File: src/rtl/parser_feed_sched.sv
// parser_feed_sched: shares the ITCH parser between two 32-bit word feeds.
// Arbitrates round-robin per whole message and gathers each accepted message
// into a NUM_WORDS-word frame. Issues the frame with a one-cycle o_data_valid
// once the order book is ready. Short and long frames are dropped and counted.
//
// Ports:
//   i_clk, i_reset            clock, synchronous active-high reset
//   i_sN_data/valid/last      feed N word stream (N = 0, 1)
//   o_sN_ready                feed N word accepted when valid & ready
//   i_book_ready              downstream can take a message this cycle
//   o_frame                   issued frame, word k at [k*REG_WIDTH +: REG_WIDTH]
//   o_data_valid              one-cycle issue pulse
//   o_src                     feed that supplied the frame on o_frame
//   o_msg_count, o_err_count  saturating issue / length-error counters
//
// Optional build macro PARSER_TYPE_FILTER_EN: frames whose word0[7:0] is not
// 8'h41, 8'h44 or 8'h45 are dropped at issue time and counted on o_filt_count.
module parser_feed_sched #(
  parameter int unsigned REG_WIDTH = 32,
  parameter int unsigned NUM_WORDS = 9,
  parameter int unsigned CNT_WIDTH = 16
) (
  input  logic                           i_clk,
  input  logic                           i_reset,
  input  logic [REG_WIDTH-1:0]           i_s0_data,
  input  logic                           i_s0_valid,
  input  logic                           i_s0_last,
  output logic                           o_s0_ready,
  input  logic [REG_WIDTH-1:0]           i_s1_data,
  input  logic                           i_s1_valid,
  input  logic                           i_s1_last,
  output logic                           o_s1_ready,
  input  logic                           i_book_ready,
  output logic [NUM_WORDS*REG_WIDTH-1:0] o_frame,
  output logic                           o_data_valid,
  output logic                           o_src,
  output logic [CNT_WIDTH-1:0]           o_msg_count,
  output logic [CNT_WIDTH-1:0]           o_err_count
`ifdef PARSER_TYPE_FILTER_EN
  ,
  output logic [CNT_WIDTH-1:0]           o_filt_count
`endif
);

  localparam int unsigned IDX_W = (NUM_WORDS > 1) ? $clog2(NUM_WORDS) : 1;
  localparam logic [IDX_W-1:0] LAST_IDX = IDX_W'(NUM_WORDS - 1);
  localparam logic [CNT_WIDTH-1:0] CNT_MAX = '1;

  typedef enum logic [1:0] {
    ST_IDLE    = 2'd0,
    ST_COLLECT = 2'd1,
    ST_DRAIN   = 2'd2,
    ST_ISSUE   = 2'd3
  } state_e;

  typedef logic [NUM_WORDS-1:0][REG_WIDTH-1:0] frame_t;

  state_e               state_q, state_d;
  logic                 last_grant_q, last_grant_d;
  logic [IDX_W-1:0]     idx_q, idx_d;
  frame_t               buf_q, buf_d, frame_q, frame_d;
  logic                 dv_q, dv_d;
  logic                 src_q, src_d;
  logic [CNT_WIDTH-1:0] msg_q, msg_d, err_q, err_d;
`ifdef PARSER_TYPE_FILTER_EN
  logic [CNT_WIDTH-1:0] filt_q, filt_d;
`endif

  logic [REG_WIDTH-1:0] sel_data;
  logic                 sel_valid, sel_last, accept, at_end;
  logic                 type_ok, issue_done, try_issue;
  frame_t               buf_upd, issue_frame;

  function automatic logic [CNT_WIDTH-1:0] sat_inc(input logic [CNT_WIDTH-1:0] v);
    return (v == CNT_MAX) ? v : v + CNT_WIDTH'(1);
  endfunction

  // Granted feed's word stream
  assign sel_data  = last_grant_q ? i_s1_data  : i_s0_data;
  assign sel_valid = last_grant_q ? i_s1_valid : i_s0_valid;
  assign sel_last  = last_grant_q ? i_s1_last  : i_s0_last;
  assign accept    = ((state_q == ST_COLLECT) || (state_q == ST_DRAIN)) && sel_valid;
  assign at_end    = (idx_q == LAST_IDX);

  // Buffer with the word being accepted merged in, so a final word taken while
  // the book is ready can be issued on the very next cycle
  always_comb begin
    buf_upd        = buf_q;
    buf_upd[idx_q] = sel_data;
  end

  assign issue_frame = (state_q == ST_ISSUE) ? buf_q : buf_upd;

`ifdef PARSER_TYPE_FILTER_EN
  assign type_ok = (issue_frame[0][7:0] == 8'h41) || (issue_frame[0][7:0] == 8'h44) ||
                   (issue_frame[0][7:0] == 8'h45);
`else
  assign type_ok = 1'b1;
`endif

  // A pending frame leaves when it is either issued or filtered away
  assign issue_done = ~type_ok | i_book_ready;

  // State register
  always_ff @(posedge i_clk) begin
    if (i_reset) state_q <= ST_IDLE;
    else         state_q <= state_d;
  end

  // Next-state logic
  always_comb begin
    state_d = state_q;
    case (state_q)
      ST_IDLE:    if (i_s0_valid || i_s1_valid) state_d = ST_COLLECT;
      ST_COLLECT: if (accept) begin
        if (sel_last)    state_d = (!at_end || issue_done) ? ST_IDLE : ST_ISSUE;
        else if (at_end) state_d = ST_DRAIN;
      end
      ST_DRAIN:   if (accept && sel_last) state_d = ST_IDLE;
      ST_ISSUE:   if (issue_done) state_d = ST_IDLE;
      default:    state_d = ST_IDLE;
    endcase
  end

  // Output and datapath next-values
  always_comb begin
    last_grant_d = last_grant_q;
    idx_d        = idx_q;
    buf_d        = buf_q;
    frame_d      = frame_q;
    src_d        = src_q;
    dv_d         = 1'b0;
    msg_d        = msg_q;
    err_d        = err_q;
`ifdef PARSER_TYPE_FILTER_EN
    filt_d       = filt_q;
`endif
    try_issue    = 1'b0;
    o_s0_ready   = 1'b0;
    o_s1_ready   = 1'b0;
    case (state_q)
      ST_IDLE: if (i_s0_valid || i_s1_valid) begin
        // Tie goes to the feed that was not granted last
        last_grant_d = (i_s0_valid && i_s1_valid) ? ~last_grant_q : i_s1_valid;
        idx_d        = '0;
      end
      ST_COLLECT: begin
        o_s0_ready = ~last_grant_q;
        o_s1_ready = last_grant_q;
        if (accept) begin
          buf_d = buf_upd;
          if (!at_end) idx_d = idx_q + IDX_W'(1);
          if (sel_last && !at_end) err_d = sat_inc(err_q);
          if (sel_last && at_end)  try_issue = 1'b1;
        end
      end
      ST_DRAIN: begin
        o_s0_ready = ~last_grant_q;
        o_s1_ready = last_grant_q;
        if (accept && sel_last) err_d = sat_inc(err_q);
      end
      ST_ISSUE: try_issue = 1'b1;
      default: ;
    endcase
    if (try_issue && type_ok && i_book_ready) begin
      frame_d = issue_frame;
      src_d   = last_grant_q;
      dv_d    = 1'b1;
      msg_d   = sat_inc(msg_q);
    end
`ifdef PARSER_TYPE_FILTER_EN
    if (try_issue && !type_ok) filt_d = sat_inc(filt_q);
`endif
  end

  // Datapath registers
  always_ff @(posedge i_clk) begin
    if (i_reset) begin
      last_grant_q <= 1'b1;
      idx_q        <= '0;
      buf_q        <= '0;
      frame_q      <= '0;
      src_q        <= 1'b0;
      dv_q         <= 1'b0;
      msg_q        <= '0;
      err_q        <= '0;
`ifdef PARSER_TYPE_FILTER_EN
      filt_q       <= '0;
`endif
    end else begin
      last_grant_q <= last_grant_d;
      idx_q        <= idx_d;
      buf_q        <= buf_d;
      frame_q      <= frame_d;
      src_q        <= src_d;
      dv_q         <= dv_d;
      msg_q        <= msg_d;
      err_q        <= err_d;
`ifdef PARSER_TYPE_FILTER_EN
      filt_q       <= filt_d;
`endif
    end
  end

  assign o_frame      = frame_q;
  assign o_data_valid = dv_q;
  assign o_src        = src_q;
  assign o_msg_count  = msg_q;
  assign o_err_count  = err_q;
`ifdef PARSER_TYPE_FILTER_EN
  assign o_filt_count = filt_q;
`endif

endmodule

File: config.mk
export PLATFORM = sky130hd
export DESIGN_NAME = parser_feed_sched
export DESIGN_NICKNAME = d
export VERILOG_FILES = /design/src/rtl/parser_feed_sched.sv
export SDC_FILE = /design/constraint.sdc
export NUM_CORES = 2
export LEC_CHECK = 0
export BUFFER_PORTS_ARGS = -buffer_cell sky130_fd_sc_hd__buf_4
export CAP_MARGIN = 0
export CORE_MARGIN = 2
export CORE_UTILIZATION = 56
export DETAILED_ROUTE_END_ITERATION = 12
export PLACE_DENSITY = 0.9
export SKIP_CTS_REPAIR_TIMING = 1
export SLEW_MARGIN = 15
export SYNTH_ARGS = -nofsm -noshare
export SYNTH_HDL_FRONTEND = slang
export SYNTH_SLANG_ARGS = --single-unit
File: constraint.sdc
create_clock -name i_clk -period 2.6 [get_ports i_clk]
set_input_delay 0.78 -clock i_clk [delete_from_list [all_inputs] [get_ports i_clk]]
set_output_delay 0.78 -clock i_clk [all_outputs]
set_load 0.05 [all_outputs]
==> impl_metrics.tcl <==
set metrics [dict create \
    outcome "completed" \
    instances_no_fill 3824 \
    synthCells 2924 \
    first_iter_violations 2505 \
    antenna_found_initial 2 \
    p_per_area_nw_per_um2 709 \
    antenna_left 0 \
    path_buf_inv 2 \
    min_period_ns 2.57 \
    tightest_slew_ns 0.793 \
    numClockSinks 617 \
    syn-mean-instance-area_um2 8.39 \
    die_h_um 213 \
    slowest_stage "dfxtp_1" \
    p_clk_frac 0.399 \
    grt_pass1_wl_um 123000 \
    hold_viol 0 \
    pre_cts_slack_ns -0.111 \
    ios 395 \
    yosys_register_bits 617 \
    dp.cells 3707 \
    finish.utilization 0.719 \
    design_area_um2 31000 \
    finalWorstSetupSlack_ns 0.0300 \
    startpoint_type "flop" \
    area_growth_pct 26.6 \
    fp.dieW_um 213 \
    hold_ws_ns 0.452 \
    cp_slowest_stage_delay_ns 0.37 \
    first_global_vias 22192 \
    via_count 23750 \
    finalCritPeriodShare 0.988 \
    critPathCaptureType "output pin" \
    place_congestion 0.916 \
    p_sw_mw 6.26 \
    crit_fanout 6 \
    p_sw_frac 0.284 \
    p_leak_nw 10.6 \
    p_comb_frac 0.160 \
    cts_root_buf "clkbuf_16" \
    grt_max_degree 171 \
    synth_edf_count 0 \
    core_area_um2 43200 \
    cp.arrival_ns 1.79 \
    ys.flop_type "dfxtp_1" \
    gr-total-overflow 0 \
    drt_wl_total_um 81700 \
    async_flop_share 0 \
    syn_area_um2 24500 \
    cts.path.max_buffers 3 \
    final_cell_mix "dfxtp_1 (615), nand2_1 (594), buf_4 (452), nor2_1 (318), a21oi_1 (306)" \
    fin_tns_setup_ns 0 \
    dpl_cell_area_um2 28900 \
    avgRoutedWirePerCell_um 21.4 \
    total_power_mw 22.0 \
    synth_cell_type_count 50 \
    seqPwrFrac 0.441 \
    synth_fp_nets 3005 \
    first_pass_iters 6 \
    hold_path_class "reg2reg" \
    nFillCells 3001 \
    vdd_drop_max_mv 0.562 \
    drc 0 \
    worstPathRequired_ns 1.82 \
    cts_buffers 59 \
    worstSetupPathType "reg2out" \
    layout_commonest_cell "dfxtp_1" \
    grt_use_total 0.347 \
    start_util 0.568 \
    cts_tree "done" \
    p_int_mw 15.7 \
    viasPerCell 6.21 \
    cap_violations 0 \
    yosys_warnings 0 \
    multiInputGateArea_um2 11400 \
    drive_gt1_frac 0.211 \
    cp_cell_sequence "inv_1 -> ha_4 -> nor2b_2 -> buf_6" \
    fin_skew_ns 0.0236 \
    fin_nets 3273 \
    clk_pin_slew_ns 0.06 \
    fmax_ghz 0.389 \
    row_count 76 \
    io_buffers 394 \
    die_area_um2 45500 \
    slew_headroom 0.471 \
    htreeDepth 2 \
    insertion_delay_ns 0.63 \
    finalSetupViolations 0 \
    hpwl_um 51000 \
    cp_top_family "flip-flops" \
    regArea_um2 12400 \
    yosysSeqAreaShare 0.504 \
    finalMaxSlewViolations 0 \
]
path summary, 6_finish.rpt:
check                    from         endpoint  slack, ns  cells after the start
setup reg to reg   state_q[1]  o_msg_count[15]       0.05                      8
setup / recovery   state_q[1]       o_s0_ready       0.03                      4
hold / removal    o_frame[79]      o_frame[79]       0.45                      2
hold reg to reg   o_frame[79]      o_frame[79]       0.45                      2
cell usage after synthesis, types with 2 or more instances:
cell      number  area (µm²)
nor3_1         8        40.0
dfxtp_1      617       12400
buf_6          2        22.5
nand3b_1       2        15.0
nor2b_1        9        56.3
o21ai_0        4        20.0
a22o_1         2        17.5
nand2_1      594        2230
a31o_2         2        17.5
nand4_1        7        43.8
nor4bb_1       2        20.0
and4_1         2        17.5
inv_1         10        37.5
clkbuf_1     190         713
a21oi_1      306        1530
buf_2         68         340
nor3_2         2        20.0
nor4b_1        7        61.3
and3_1         9        56.3
or4_1          7        52.6
nor2_1       319        1200
xnor2_1       13         114
nand2b_1       5        31.3
and2_1        11        68.8
a311oi_1       2        17.5
nor4_1        11        68.8
o31ai_1        8        60.1
buf_4          2        15.0
buf_1         42         158
o211ai_1     289        2170
ha_1          10         125
or2_2          2        12.5
mux2_2         6        67.6
a211oi_1     292        2190
nand3_1       10        50.1
or3_1          3        18.8
mux2i_1       35         350
o22ai_1        2        12.5
registers in the layout (all words and copies together), names as in the netlist:
name,cells
last_grant_q,1
state_q,2
idx_q,4
o_msg_count,16
o_err_count,16
buf_q,288
o_frame,288
o_src,1
o_data_valid,1
power groups by stage:
| stage | logic [mW] | registers [mW] | clock network, mW |
|---|---|---|---|
| CTS | 3.31 | 9.71 | 8.77 |
| global placement | 3.18 | 9.90 | 0 |
| finish | 3.52 | 9.70 | 8.78 |
| detailed placement | 3.28 | 9.92 | 0 |
| floorplan | 1.59 | 9.93 | 0 |
| global route | 3.65 | 9.71 | 9.15 |
layout make-up:
cell class	instances	share of cell area
Sequential cell	617	0.398
Clock inverter	30	0.0103
Tap cell	585	0.0236
Timing Repair Buffer	511	0.147
Clock buffer	76	0.0532
Multi-Input combinational cell	1993	0.366
Inverter	10	0.00121
Antenna cell	2	0.000161
logic make-up after synthesis:
family / after synthesis / share of synthesized area
muxes: 42 / 0.0176
xor gates and xnor gates: 13 / 0.00464
DFF: 617 / 0.504
adders and majority gates: 10 / 0.00510
buffers and inverters: 314 / 0.0524
AOI/OAI and AO/OA: 913 / 0.248
and+or+nand+nor: 1015 / 0.168
tightest hold or removal path: stages (launching register included):
cell and delay, ns:
dfxtp_1 0.31, nand2_1 0.05, a21oi_1 0.05
per-layer routing:
layer	share of wire	up-vias	track usage
li1	-	10867	-
met1	0.37	11185	0.421
met2	0.46	1346	0.554
met3	0.094	352	0.0744
met4	0.073	0	0.232
met5	0	-	0
(Power assumes the default switching activity.)
